### src/rtl/controle_multiciclo.sv
// Multicycle MIPS main control unit: fetch/decode/execute/memory/writeback sequencing.
// Define CTRL_JAL_EN to add jal support through the SALTO_LINK state.
module controle_multiciclo #(
  parameter int unsigned MEM_TIMEOUT = 255
) (
  input  logic       clock,
  input  logic       reset,
  input  logic [5:0] Opcode,
  input  logic [5:0] Funct,
  input  logic       Zero,
  input  logic       MemPronta,
  output logic       IouD,
  output logic       LerMem,
  output logic       EscMem,
  output logic       EscIR,
  output logic       PCEsc,
  output logic       EscReg,
  output logic [1:0] RegDst,
  output logic [1:0] MemParaReg,
  output logic       ALUSrcA,
  output logic [1:0] ALUSrcB,
  output logic [1:0] ALUOp,
  output logic [1:0] FontePC,
  output logic       Excecao,
  output logic [3:0] Estado
);

  localparam int unsigned CNT_W = 16;
  localparam bit TIMEOUT_EN = (MEM_TIMEOUT != 0);
  localparam logic [CNT_W-1:0] TIMEOUT_LAST =
    (MEM_TIMEOUT == 0) ? '0 : CNT_W'(MEM_TIMEOUT - 1);

  localparam logic [5:0] OP_RTYPE = 6'b000000;
  localparam logic [5:0] OP_LW    = 6'b100011;
  localparam logic [5:0] OP_SW    = 6'b101011;
  localparam logic [5:0] OP_BEQ   = 6'b000100;
  localparam logic [5:0] OP_BNE   = 6'b000101;
  localparam logic [5:0] OP_J     = 6'b000010;
  localparam logic [5:0] OP_ADDI  = 6'b001000;
  localparam logic [5:0] OP_ANDI  = 6'b001100;
  localparam logic [5:0] OP_ORI   = 6'b001101;
  localparam logic [5:0] OP_SLTI  = 6'b001010;
`ifdef CTRL_JAL_EN
  localparam logic [5:0] OP_JAL   = 6'b000011;
`endif

  typedef enum logic [3:0] {
    BUSCA      = 4'd0,
    DECOD      = 4'd1,
    CALC_END   = 4'd2,
    LE_MEM     = 4'd3,
    ESC_LOAD   = 4'd4,
    ESC_STORE  = 4'd5,
    EXEC_R     = 4'd6,
    ESC_R      = 4'd7,
    DESVIO     = 4'd8,
    SALTO      = 4'd9,
    EXEC_I     = 4'd10,
    ESC_I      = 4'd11,
    SALTO_LINK = 4'd12,
    ERRO       = 4'd15
  } state_t;

  state_t           state;
  state_t           state_next;
  logic [CNT_W-1:0] wait_cnt;
  logic             wait_state;
  logic             timeout_hit;
  logic             funct_legal;

  // Only plain ALU R-type functions are executable; anything else traps.
  always_comb begin
    funct_legal = 1'b0;
    case (Funct)
      6'b100000, 6'b100001, 6'b100010, 6'b100011,
      6'b100100, 6'b100101, 6'b100110, 6'b100111,
      6'b101010, 6'b101011,
      6'b000000, 6'b000010, 6'b000011: funct_legal = 1'b1;
      default:                         funct_legal = 1'b0;
    endcase
  end

  assign wait_state  = (state == BUSCA) || (state == LE_MEM) || (state == ESC_STORE);
  // Fires on the wait cycle that would bring the count up to MEM_TIMEOUT; a ready in that cycle wins.
  assign timeout_hit = TIMEOUT_EN && wait_state && !MemPronta && (wait_cnt == TIMEOUT_LAST);

  always_ff @(posedge clock) begin
    if (reset) begin
      state <= BUSCA;
    end else begin
      state <= state_next;
    end
  end

  // Wait counter restarts on every state change so each access gets its own budget.
  always_ff @(posedge clock) begin
    if (reset) begin
      wait_cnt <= '0;
    end else if (state_next != state) begin
      wait_cnt <= '0;
    end else if (wait_state && !MemPronta && (wait_cnt != '1)) begin
      wait_cnt <= wait_cnt + CNT_W'(1);
    end
  end

  always_comb begin
    state_next = state;
    IouD       = 1'b0;
    LerMem     = 1'b0;
    EscMem     = 1'b0;
    EscIR      = 1'b0;
    PCEsc      = 1'b0;
    EscReg     = 1'b0;
    RegDst     = 2'b00;
    MemParaReg = 2'b00;
    ALUSrcA    = 1'b0;
    ALUSrcB    = 2'b00;
    ALUOp      = 2'b00;
    FontePC    = 2'b00;
    Excecao    = 1'b0;
    Estado     = state;

    case (state)
      BUSCA: begin
        LerMem  = 1'b1;
        ALUSrcB = 2'b01;
        if (timeout_hit) begin
          state_next = ERRO;
        end else if (MemPronta) begin
          EscIR      = 1'b1;
          PCEsc      = 1'b1;
          state_next = DECOD;
        end
      end
      DECOD: begin
        ALUSrcB = 2'b11;
        case (Opcode)
          OP_RTYPE:                          state_next = funct_legal ? EXEC_R : ERRO;
          OP_LW, OP_SW:                      state_next = CALC_END;
          OP_BEQ, OP_BNE:                    state_next = DESVIO;
          OP_J:                              state_next = SALTO;
          OP_ADDI, OP_ANDI, OP_ORI, OP_SLTI: state_next = EXEC_I;
`ifdef CTRL_JAL_EN
          OP_JAL:                            state_next = SALTO_LINK;
`endif
          default:                           state_next = ERRO;
        endcase
      end
      CALC_END: begin
        ALUSrcA    = 1'b1;
        ALUSrcB    = 2'b10;
        state_next = (Opcode == OP_SW) ? ESC_STORE : LE_MEM;
      end
      LE_MEM: begin
        IouD   = 1'b1;
        LerMem = 1'b1;
        if (timeout_hit) begin
          state_next = ERRO;
        end else if (MemPronta) begin
          state_next = ESC_LOAD;
        end
      end
      ESC_LOAD: begin
        EscReg     = 1'b1;
        MemParaReg = 2'b01;
        state_next = BUSCA;
      end
      ESC_STORE: begin
        IouD   = 1'b1;
        EscMem = 1'b1;
        if (timeout_hit) begin
          state_next = ERRO;
        end else if (MemPronta) begin
          state_next = BUSCA;
        end
      end
      EXEC_R: begin
        ALUSrcA    = 1'b1;
        ALUOp      = 2'b10;
        state_next = ESC_R;
      end
      ESC_R: begin
        EscReg     = 1'b1;
        RegDst     = 2'b01;
        state_next = BUSCA;
      end
      EXEC_I: begin
        ALUSrcA    = 1'b1;
        ALUSrcB    = 2'b10;
        ALUOp      = 2'b11;
        state_next = ESC_I;
      end
      ESC_I: begin
        EscReg     = 1'b1;
        state_next = BUSCA;
      end
      DESVIO: begin
        ALUSrcA    = 1'b1;
        ALUOp      = 2'b01;
        FontePC    = 2'b01;
        PCEsc      = (Opcode == OP_BNE) ? ~Zero : Zero;
        state_next = BUSCA;
      end
      SALTO: begin
        PCEsc      = 1'b1;
        FontePC    = 2'b10;
        state_next = BUSCA;
      end
`ifdef CTRL_JAL_EN
      SALTO_LINK: begin
        EscReg     = 1'b1;
        RegDst     = 2'b10;
        MemParaReg = 2'b10;
        PCEsc      = 1'b1;
        FontePC    = 2'b10;
        state_next = BUSCA;
      end
`endif
      ERRO: begin
        Excecao    = 1'b1;
        state_next = ERRO;
      end
      default: begin
        state_next = ERRO;
      end
    endcase

    // Reset silences every output in the same cycle and restarts at fetch.
    if (reset) begin
      state_next = BUSCA;
      IouD       = 1'b0;
      LerMem     = 1'b0;
      EscMem     = 1'b0;
      EscIR      = 1'b0;
      PCEsc      = 1'b0;
      EscReg     = 1'b0;
      RegDst     = 2'b00;
      MemParaReg = 2'b00;
      ALUSrcA    = 1'b0;
      ALUSrcB    = 2'b00;
      ALUOp      = 2'b00;
      FontePC    = 2'b00;
      Excecao    = 1'b0;
      Estado     = 4'd0;
    end
  end

endmodule

### config.mk
export PLATFORM = sky130hd
export DESIGN_NAME = controle_multiciclo
export DESIGN_NICKNAME = d
export VERILOG_FILES = /design/src/rtl/controle_multiciclo.sv
export SDC_FILE = /design/constraint.sdc
export NUM_CORES = 1
export LEC_CHECK = 0
export BUFFER_PORTS_ARGS = -buffer_cell sky130_fd_sc_hd__buf_2
export CORE_MARGIN = 10
export CORE_UTILIZATION = 48
export CTS_CLUSTER_DIAMETER = 50
export CTS_CLUSTER_SIZE = 10
export DETAILED_ROUTE_END_ITERATION = 16
export PLACE_DENSITY = 0.8
export SYNTH_ARGS = -nofsm -noshare
export SYNTH_HDL_FRONTEND = slang
export SYNTH_SLANG_ARGS = --single-unit
### constraint.sdc
create_clock -name clock -period 2.2 [get_ports clock]
set_input_delay 0.44 -clock clock [delete_from_list [all_inputs] [get_ports clock]]
set_output_delay 0.44 -clock clock [all_outputs]
set_load 0.005 [all_outputs]
# After elaboration in Yosys (flattened, before gate mapping)
# Memory sizes are Yosys's and may differ from the RTL's.
# Index checks and enable logic that the tools add are counted.
[totals] reg_bits=20 in_bits=16 memories=1 mem_bits_ro=64
[op_classes] muxes=41 n_reduce_logical=18 add_sub_neg=1 n_eq_ne=24 bitwise_logic=1
[mem_list] name="(name not given)" depth=64 word_bits=1 read_ports=1 rd_ports_with_merged_regs=0 write_ports=0 line="74" rtl="case (Funct)"
[op_table] operator="4-bit two-way mux" n=9
[op_table] operator="4-bit one-hot mux with 8 select lines" n=1
[op_table] operator="6-bit by 4-bit equality test with 1-bit output, second input constant" n=4
[op_table] operator="4-bit equality test, second input constant" n=5
[op_table] operator="1-bit two-way mux" n=20
[op_table] operator="4-bit one-hot mux with 5 select lines" n=1
[op_table] operator="16-bit by 1-bit adder with 16-bit output, second input constant" n=1
[op_table] operator="16-bit by 8-bit equality test with 1-bit output, second input constant" n=1
[op_table] operator="4-bit by 3-bit equality test with 1-bit output, second input constant" n=4
[op_table] operator="16-bit inequality test, second input constant" n=1
[op_table] operator="6-bit by 3-bit equality test with 1-bit output, second input constant" n=2
[op_table] operator="6-bit equality test, second input constant" n=2
[op_table] operator="2-bit one-hot mux with 3 select lines" n=2
[op_table] operator="2-bit OR reduction" n=6
[op_table] operator="2-bit two-way mux" n=5
[op_table] operator="4-bit by 2-bit equality test with 1-bit output, second input constant" n=2
[op_table] operator="4-bit OR reduction" n=2
[op_table] operator="6-bit by 2-bit equality test with 1-bit output, second input constant" n=1
[op_table] operator="6-bit logical NOT" n=1
[op_table] operator="5-bit OR reduction" n=1
[op_table] operator="4-bit by 1-bit equality test with 1-bit output, second input constant" n=1
[op_table] operator="4-bit logical NOT" n=1
[op_table] operator="4-bit inequality test" n=1
[op_table] operator="2-bit one-hot mux with 2 select lines" n=1
[op_table] operator="7 further kinds" n=10

# Logic depth before layout (Yosys ltp)
# Gate-level depths: netlist (run 1).
[logic_depth] ltp_word=10 mapped_depth=8 ltp_nobuf=7

# Least setup slack after synthesis (run 1)
# No wires, ideal clock.
[synth_timing] path_type="input port to flip-flop" start="input port Opcode[5]" end="register wait_cnt[0]" stages=8 required_ps=2136 t_arrival_ps=2145 path_slack_ps=-9 cell_sequence="buf_4 -> nor3_1 -> nand3b_1 -> or2_2 -> a2111oi_1 -> nand4_2 -> buf_6 -> nor2_2"
[synth_via] elab_chain_cells=7
[synth_lines] element="start, declared" line="8" rtl="input logic [5:0] Opcode,"
[synth_lines] element="6-bit by 4-bit equality test with 1-bit output (tied with other cells)" line="137" rtl="case (Opcode)"
[synth_lines] element="4-bit OR reduction or 2-bit OR reduction (tied branches)" line="137"
[synth_lines] element="4-bit one-hot mux with 5 select lines" line="137"
[synth_lines] element="4-bit one-hot mux with 8 select lines (*)" line="123" rtl="case (state)"
[synth_lines] element="4-bit two-way mux (*)" line="229" rtl="if (reset) begin"
[synth_lines] element="4-bit inequality test (*)" line="99" rtl="end else if (state_next != state) begin"
[synth_lines] element="2-bit OR reduction (no source line) (*)"
[synth_lines] element="end signal, assigned" line="102" rtl="wait_cnt <= wait_cnt + CNT_W'(1);"
[synth_lines] element="end, declared" line="66" rtl="logic [CNT_W-1:0] wait_cnt;"
# Every way passes the cells marked *; elsewhere a longest branch is shown, timed or not.
# A chain may end at the register's enable or synchronous reset.

# Worst setup path in the final report (run 1)
[layout_timing] start="input port Opcode[4]" end="output port PCEsc"
[layout_via] elab_chain_cells=4
[layout_lines] element="6-bit by 3-bit equality test with 1-bit output" line="201" rtl="PCEsc = (Opcode == OP_BNE) ? ~Zero : Zero;"
[layout_lines] element="1-bit two-way mux" line="201"
[layout_lines] element="1-bit one-hot mux with 3 select lines" line="123"
[layout_lines] element="1-bit two-way mux" line="229"
[layout_lines] element="end, declared" line="16" rtl="output logic PCEsc,"
# No other way between the ends.

==> metrics.txt, run 1 <==
Final Max Slew Viols=0; status=finished clean; ant diodes=0; die height=77.7 µm; Finished Layout Cells=308; Synth area leaders=dfxtp_1 (25%), xor2_1 (7.1%), nor2_1 (5.6%), nor3_1 (4.4%), nor2_2 (3.9%); post-synthesis sequential area ratio=25.0%; CP startpoint kind=input port; gr ovfl total=0; FMAX=474 MHz; dpl cells=304; vias in the first global route=1580; 1st-iter DRT viols=173; Synth async-reset ratio=0%; row cnt=20; first-pass GRT wire length=6.99 mm; CTS Sinks=20; Layout fillers=255; max cap viols=0; gr usage total=13.1%; Clock Latency Late Sink=300 ps; CTS Buf Count=3; htree depth=1; core area=3130 µm²; initial antenna violation count=0; EDFF count, synth=0; hold buffer count at cts=0; per-cell routed wire length=13.4 µm; worst hold slack=474 ps; Synth top cells by count=nor2_1 (24), dfxtp_1 (20), nand2_1 (14), nor3_1 (14), xor2_1 (13); Root Buffer=clkbuf_4; io pins=38; detailed placement HPWL=3.13 mm; Synth Cell Area=1600 µm²; Leakage=0.818 nW; VDD IR max=0.000424 V; worst hold-check path type=in2reg; Initial Utilization=51.1%; Setup CP Type=in2out; layout net count=284; drt via density=5.49; buffers added on ports=35; die area=6040 µm²; Max clock buf depth=2; Reg clk slew, reported paths=100 ps; cell area after layout=2030 µm²; share of layout cells above drive strength 1=33.7%; CP Max Fanout=3; dominant synthesized flop cell=dfxtp_1; die width=77.7 µm; placed cell area=1920 µm²; Final Hold Viols=0; CTS tree=yes; final setup vio count=0; synth-to-layout area growth=27.2%; Post-Syn Area per Cell=7.40 µm²; via count=1691; most frequent cell after synthesis=nor2_1; Worst Path Required=1760 ps; Antenna Violating Nets Remaining=0; largest net degree at the start of global routing=19; post-layout util=65.0%; WP data arrival=1670 ps; part of the cycle the worst path needs=95.9%; Yosys cell types=49; synthesis-stage register bit count=20; drt pass-1 iters=4; Setup TNS=0 ps; total wire length=4.12 mm; DRC violations left=0; CP Capture Type=output pin; yosys synthesis warning count=0; power density cells=826 nW/µm²; post-synth top area cell=dfxtp_1; routability cong.=0.868; Final min period=2110 ps; Synth Instances=216; top cell type's share of synthesized area=25.0%; FF/Latch Area=402 µm²; clock skew=4.48 ps; area of the multi-input gates=1170 µm²
-- layer usage --
metal | global-route usage (%) | wire length [µm]
met5 | 0 | 0
met4 | 3.65 | 37
met3 | 3.46 | 265
met2 | 21.3 | 1970
met1 | 16.6 | 1840
-- path summary, 6_finish.rpt --
check                      startpoint                  endpoint  slack, ps  depth (start not counted)
min reg2reg  wait_cnt[5]$_SDFFE_PP0P_  wait_cnt[5]$_SDFFE_PP0P_        530                          2
min                             reset       state[1]$_SDFF_PP0_        470                          2
max                         Opcode[4]                     PCEsc         90                          8
max reg2reg       state[1]$_SDFF_PP0_  wait_cnt[9]$_SDFFE_PP0P_        200                          7
-- report_power, final --
| group | total, mW | leakage (nW) | internal [mW] | switching [mW] |
|---|---|---|---|---|
| combinational | 1.05 | 0.642 | 0.459 | 0.590 |
| clock | 0.170 | 0.0138 | 0.0640 | 0.106 |
| sequential | 0.460 | 0.162 | 0.404 | 0.0561 |
| total | 1.68 | 0.818 | 0.927 | 0.752 |
-- cell type report --
class,count,share of cell area (%)
Sequential cell,20,19.8
Multi-Input combinational cell,176,57.4
Inverter,8,1.48
Tap cell,44,2.71
Timing Repair Buffer,57,17.5
Clock buffer,3,1.11
-- cell families after synthesis --
logic type | synth area share [%]
AND/OR/NAND/NOR | 41.1
XOR/XNOR | 10.4
flip-flops | 25.0
adder cells (fa/ha/maj) | 2.19
buffers and inverters | 6.65
other | 0.235
multiplexers | 0.626
AO/OA/AOI/OAI | 13.8
-- state kept, by name (all words and copies together) (netlist names) --
| register | flops |
|---|---|
| state | 4 |
| wait_cnt | 16 |
-- cell usage in the layout, fill, tap and decap left out, types with 2 or more instances in the layout --
master and count:
buf_2 33, nor2_1 24, buf_4 21, dfxtp_1 19, nand2_1 14, xor2_1 13, nor3_1 12, nand3_1 11
nor2_2 10, nand4_1 9, inv_1 8, o21ai_0 7, and3_1 5, xnor2_1 5, nor2b_1 4, nand2b_1 4
or2_2 4, nor4_1 3, nor4b_1 3, a21oi_1 3, a41oi_1 3, clkbuf_4 3, buf_6 3, nor2b_2 2
a2111oi_2 2, and2_1 2, a22oi_1 2, nand4b_1 2, a211oi_1 2, a31oi_1 2, o211ai_1 2, ha_1 2
conb_1 2
-- worst max-delay path, stage by stage --
cell and delay, ps:
buf_6 110, nor3_4 210, buf_6 140, nand3_4 60, xnor2_2 160, o21ai_1 100, a2111oi_2 280, buf_2 170
-- per-stage QoR --
stage | power (mW) | setup WS (ps)
floorplan | 1.14 | 49.2
global placement | 1.44 | -94.1
detailed placement | 1.45 | -135
CTS | 1.64 | 2.57
global route | 1.82 | -3.88
finish | 1.68 | 90.1
-- repair_timing --
item / in CTS / in global routing
buffers inserted: 0 / 1
gates resized for setup: 10 / 8
endpoints found under the setup margin: 1 / 14
pin swaps: 5 / 2
endpoints found under the hold margin: 0 / 0
No activity file was read; power rests on OpenSTA's default activity.
==> inputs of run 2 (changes only) <==
--- a/config.mk
+++ b/config.mk
@@ -5,13 +5,15 @@
 export SDC_FILE = /design/constraint.sdc
 export NUM_CORES = 1
 export LEC_CHECK = 0
+export ABC_CLOCK_PERIOD_IN_PS = 2200
 export BUFFER_PORTS_ARGS = -buffer_cell sky130_fd_sc_hd__buf_2
 export CORE_MARGIN = 10
-export CORE_UTILIZATION = 48
+export CORE_UTILIZATION = 45
 export CTS_CLUSTER_DIAMETER = 50
 export CTS_CLUSTER_SIZE = 10
 export DETAILED_ROUTE_END_ITERATION = 16
-export PLACE_DENSITY = 0.8
+export GPL_TIMING_DRIVEN = 1
+export PLACE_DENSITY = 0.76
 export SYNTH_ARGS = -nofsm -noshare
 export SYNTH_HDL_FRONTEND = slang
 export SYNTH_SLANG_ARGS = --single-unit
==> metrics.txt, run 2 (synthesis results as in run 1) <==
Final Hold Viols=0 (unchanged); FMAX=469 MHz (-0.97%); most frequent cells in the layout=buf_2 (35), nor2_1 (24), buf_4 (24), dfxtp_1 (17), nand2_1 (14); Clock Latency Late Sink=310 ps (about the same); area of the multi-input gates=1160 µm² (-0.96%); drt pass-1 iters=4 (unchanged); VDD IR max=0.000793 V (+87%); WP data arrival=1690 ps (+20 ps); CP max stage delay=340 ps (+60 ps); most frequent cell on the critical path=buf_2; Worst Path Required=1760 ps (about the same); DRC violations left=0 (unchanged); share of layout cells above drive strength 1=34.5% (+0.74 points); Final min period=2130 ps (+20.7 ps); worst hold slack=461 ps (-13.0 ps); via count=1737 (+2.7%); CP delay by family, top=compound AO/OA/AOI/OAI gates; gr ovfl total=0 (unchanged); Root Buffer=clkbuf_4; routability cong.=0.878 (+1.1%); status=finished clean; 1st-iter DRT viols=54 (-69%); clock skew=1.47 ps (-3.01 ps); Most flops, register=wait_cnt; part of the cycle the worst path needs=96.8% (+0.94 points); CP Capture Type=output pin; total wire length=4.18 mm (+1.5%); FF/Latch Area=404 µm² (+0.62%); drt via density=5.55 (+1.1%); CTS Sinks=20 (unchanged); commonest non-fill, non-tap cell in the layout=buf_2; vias in the first global route=1651 (+4.5%); placed cell area=1940 µm² (+0.91%); largest net degree at the start of global routing=17 (-2); core area=3390 µm² (+8.4%); detailed placement HPWL=3.18 mm (+1.7%); CP startpoint kind=input port; layout net count=286 (+0.70%); worst path cell trace=buf_2 -> nor3_4 -> nand3_2 -> xnor2_2 -> o21ai_1 -> a2111oi_2 -> buf_2; hold buffer count at cts=0 (unchanged); buffers added on ports=35 (unchanged); WP buf/inv=2 (-1); die area=6340 µm² (+4.9%); CTS tree=yes; Final Max Slew Viols=0 (unchanged); io pins=38 (unchanged); first-pass GRT wire length=6.95 mm (-0.59%); row cnt=21 (+5.0%); Regs by FF count=wait_cnt (16), state (4); gr usage total=12.9% (-0.20 points); max cap viols=0 (unchanged); Antenna Violating Nets Remaining=0 (unchanged); CTS Buf Count=3 (unchanged); Max clock buf depth=2 (unchanged); die height=79.6 µm (+2.4%); Setup CP Type=in2out; Initial Utilization=47.2% (-3.9 points); cell area after layout=2060 µm² (+1.1%); Reg clk slew, reported paths=110 ps (about the same); CP Max Fanout=2 (-1); htree depth=1 (unchanged); initial antenna violation count=0 (unchanged); Finished Layout Cells=313 (+1.6%); Layout fillers=310 (+22%); final setup vio count=0 (unchanged); power density cells=886 nW/µm² (+7.3%); per-cell routed wire length=13.4 µm (-0.12%); Leakage=0.839 nW (+2.5%); synth-to-layout area growth=28.6%; ant diodes=0 (unchanged); dpl cells=308 (+1.3%); number of flip-flops in the largest register=16 (unchanged); crit path max-delay cell type=a2111oi_2; worst hold-check path type=in2reg; die width=79.6 µm (+2.4%)
-- run 2: cell types whose count changed in the layout (fill, tap and decap cells not counted), moves of 2 or more --
cell / before / now
buf_2: 33 / 35
buf_4: 21 / 24
buf_6: 3 / 0
dfxtp_1: 19 / 17
dfxtp_2: 1 / 3
nor2b_2: 2 / 0
-- run 2: metal layers --
layer | vias up | part of all wire [%] | track usage, %
met4 | 0 | 1.2 | 4.84
met2 | 46 | 50 | 22.1
li1 | 876 | - | -
met5 | - | 0 | 0
met1 | 808 | 43 | 14.7
met3 | 7 | 5.8 | 3.94
-- run 2: final cells by class --
class                           instances  area share (%)
Clock inverter                          1            1.46
Timing Repair Buffer                   59            17.3
Multi-Input combinational cell        176            56.2
Tap cell                               46            2.80
Sequential cell                        20            19.7
Inverter                                8            1.46
Clock buffer                            3            1.10
-- run 2: path summary, 6_finish.rpt --
check | from | endpoint | slack, ps | depth (start not counted)
setup / recovery | Opcode[5] | PCEsc | 70 | 7
hold / removal | reset | state[1]$_SDFF_PP0_ | 460 | 2
setup reg to reg | state[1]$_SDFF_PP0_ | wait_cnt[9]$_SDFFE_PP0P_ | 160 | 7
hold reg to reg | wait_cnt[1]$_SDFFE_PP0P_ | wait_cnt[1]$_SDFFE_PP0P_ | 530 | 2
-- run 2: power by group --
part           total, mW  switching, mW  leakage, nW  internal (mW)
sequential         0.466         0.0586        0.163          0.407
clock              0.305          0.120       0.0279          0.184
combinational       1.05          0.585        0.648          0.465
total               1.82          0.764        0.839           1.06
-- run 2: per-stage QoR --
step                util, %  setup slack, ps  total power, mW  setup TNS (ps)
detailed placement     57.1             -189             1.47           -2350
floorplan                 -             49.2             1.14               0
CTS                    58.8             8.07             1.77               0
global route           60.6            -30.4             1.97           -30.4
finish                 60.6             69.4             1.82               0
global placement       57.1             -115             1.46           -1440
-- run 2: timing repair --
action	in CTS	in global routing
gates resized for setup	1	15
endpoints found under the setup margin	1	19
cloned	0	0
pin swaps	0	4
setup buffers	0	2
==> inputs of run 3 (changes only) <==
--- a/config.mk
+++ b/config.mk
@@ -9,6 +9,7 @@
 export BUFFER_PORTS_ARGS = -buffer_cell sky130_fd_sc_hd__buf_2
 export CORE_MARGIN = 10
 export CORE_UTILIZATION = 45
+export CTS_BUF_LIST = sky130_fd_sc_hd__clkbuf_2
 export CTS_CLUSTER_DIAMETER = 50
 export CTS_CLUSTER_SIZE = 10
 export DETAILED_ROUTE_END_ITERATION = 16
==> metrics.txt, run 3 (synthesis results as in run 1) <==
worst hold-check path type=in2reg; WP data arrival=1690 ps (about the same); gr usage total=12.6% (-0.30 points); CP Max Fanout=2 (unchanged); WP buf/inv=2 (unchanged); drt pass-1 iters=4 (unchanged); max cap viols=0 (unchanged); detailed placement HPWL=3.18 mm (unchanged); routability cong.=0.878 (unchanged); vias in the first global route=1649 (-0.12%); row cnt=21 (unchanged); worst setup path startpoint=Opcode[5]; routed wl met3=273 µm (+12%); Setup TNS=0 ps (unchanged); hold buffer count at cts=0 (unchanged); ant diodes=0 (unchanged); clock skew=9.27 ps (+7.80 ps); CP max stage delay=340 ps (about the same); CTS tree=yes; Final min period=2130 ps (-0.192 ps); via count=1747 (+0.58%); worst path cell trace=buf_2 -> nor3_4 -> nand3_2 -> xnor2_2 -> o21ai_1 -> a2111oi_2 -> buf_2; initial antenna violation count=0 (unchanged); layout net count=286 (unchanged); post-layout util=61.1% (+0.44 points); Reg-to-Reg Start=state[1]$_SDFF_PP0_; synth-to-layout area growth=29.5%; most frequent cell on the critical path=buf_2; Final Max Slew Viols=0 (unchanged); CP Capture Type=output pin; Levels on crit path=7 (unchanged); most frequent cells in the layout=buf_2 (35), nor2_1 (23), buf_4 (23), dfxtp_1 (17), nand2_1 (14); hold path startpoint=reset; met2 WL=2.08 mm (-0.29%); core area=3390 µm² (unchanged); die area=6340 µm² (unchanged); final setup vio count=0 (unchanged); Clock Latency Late Sink=320 ps (about the same); Leakage=0.842 nW (+0.43%); Initial Utilization=47.2% (unchanged); CTS Buf Count=3 (unchanged); number of flip-flops in the largest register=16 (unchanged); reg2reg path depth=7 (unchanged); VDD IR max=0.000583 V (-27%); Worst-Margin Slew=506 ps; die height=79.6 µm (unchanged); total wire length=4.16 mm (-0.57%); power density cells=877 nW/µm² (-1.0%); Worst Path Required=1760 ps (about the same); Max clock buf depth=2 (unchanged); DRC violations left=0 (unchanged); Most flops, register=wait_cnt; CP startpoint kind=input port; Hold Path Stages=2 (unchanged); Setup CP Type=in2out; status=finished clean; Regs by FF count=wait_cnt (16), state (4); first-pass GRT wire length=6.89 mm (-0.89%); gr ovfl total=0 (unchanged); 1st-iter DRT viols=79 (+46%); slew margin rel.=66.0%; largest net degree at the start of global routing=17 (unchanged); drt via density=5.58 (+0.58%); CTS Sinks=20 (unchanged); crit path max-delay cell type=a2111oi_2; Reg clk slew, reported paths=190 ps (+80 ps); share of layout cells above drive strength 1=36.0% (+1.5 points); Final Hold Viols=0 (unchanged); htree depth=1 (unchanged); buffers added on ports=35 (unchanged); Antenna Violating Nets Remaining=0 (unchanged); commonest non-fill, non-tap cell in the layout=buf_2; Met1 Routed Length=1.78 mm (-1.6%); Root Buffer=clkbuf_2; part of the cycle the worst path needs=96.8% (about the same); uppermost layer routed=met4; CP delay by family, top=compound AO/OA/AOI/OAI gates; per-cell routed wire length=13.3 µm (-0.57%); FMAX=469 MHz (about the same); die width=79.6 µm (unchanged); io pins=38 (unchanged)
==> run 3: final timing paths <==
| kind | to | slack [ps] |
|---|---|---|
| setup reg to reg | wait_cnt[9]$_SDFFE_PP0P_ | 160 |
| hold reg to reg | wait_cnt[1]$_SDFFE_PP0P_ | 540 |
| setup / recovery | PCEsc | 70 |
| hold / removal | state[3]$_SDFF_PP0_ | 440 |
==> run 3: per-stage QoR <==
stage               hold WS (ps)  instances  total power, mW  area (µm²)  setup WS, ps
CTS                          422        312             1.74        1990          8.07
global placement             490        308             1.46        1940          -115
detailed placement           512        308             1.47        1940          -189
global route                 430        313             1.97        2070         -30.4
floorplan                    472        217             1.14        1610          49.2
finish                       438        313             1.82        2070          69.5
==> run 3: layout make-up <==
type | instances | area, µm²
fill | 309 | 1320
timing repair buffer | 59 | 359
multi-input combinational | 176 | 1170
tap | 46 | 57.6
inverter | 8 | 30.0
clock buffer | 3 | 15.0
sequential | 20 | 404
clock inverter | 1 | 30.0
==> run 3: repair_timing <==
| action | in CTS | in global routing |
|---|---|---|
| setup buffers | 0 | 2 |
| pin swaps | 0 | 4 |
| cloned | 0 | 0 |
| endpoints found under the setup margin | 1 | 21 |
| resized for setup | 1 | 20 |
==> run 3: worst reg2reg max path, stage by stage (launching register included) <==
cell and delay [ps]:
dfxtp_1 390, nand2b_1 170, or3_1 390, o41ai_1 480, a2111oi_2 100, nand4_2 170
buf_4 200, nor2_1 60
==> run 3: power by group <==
part | total, mW | internal [mW] | switching, mW | leakage, nW
sequential | 0.469 | 0.408 | 0.0615 | 0.163
clock | 0.271 | 0.157 | 0.114 | 0.0266
combinational | 1.08 | 0.483 | 0.593 | 0.653
==> run 3: per-layer routing <==
layer	track usage (%)	up-vias
met3	3.60	4
met5	0	-
met2	22.0	43
met4	3.41	0
li1	-	873
met1	14.6	827
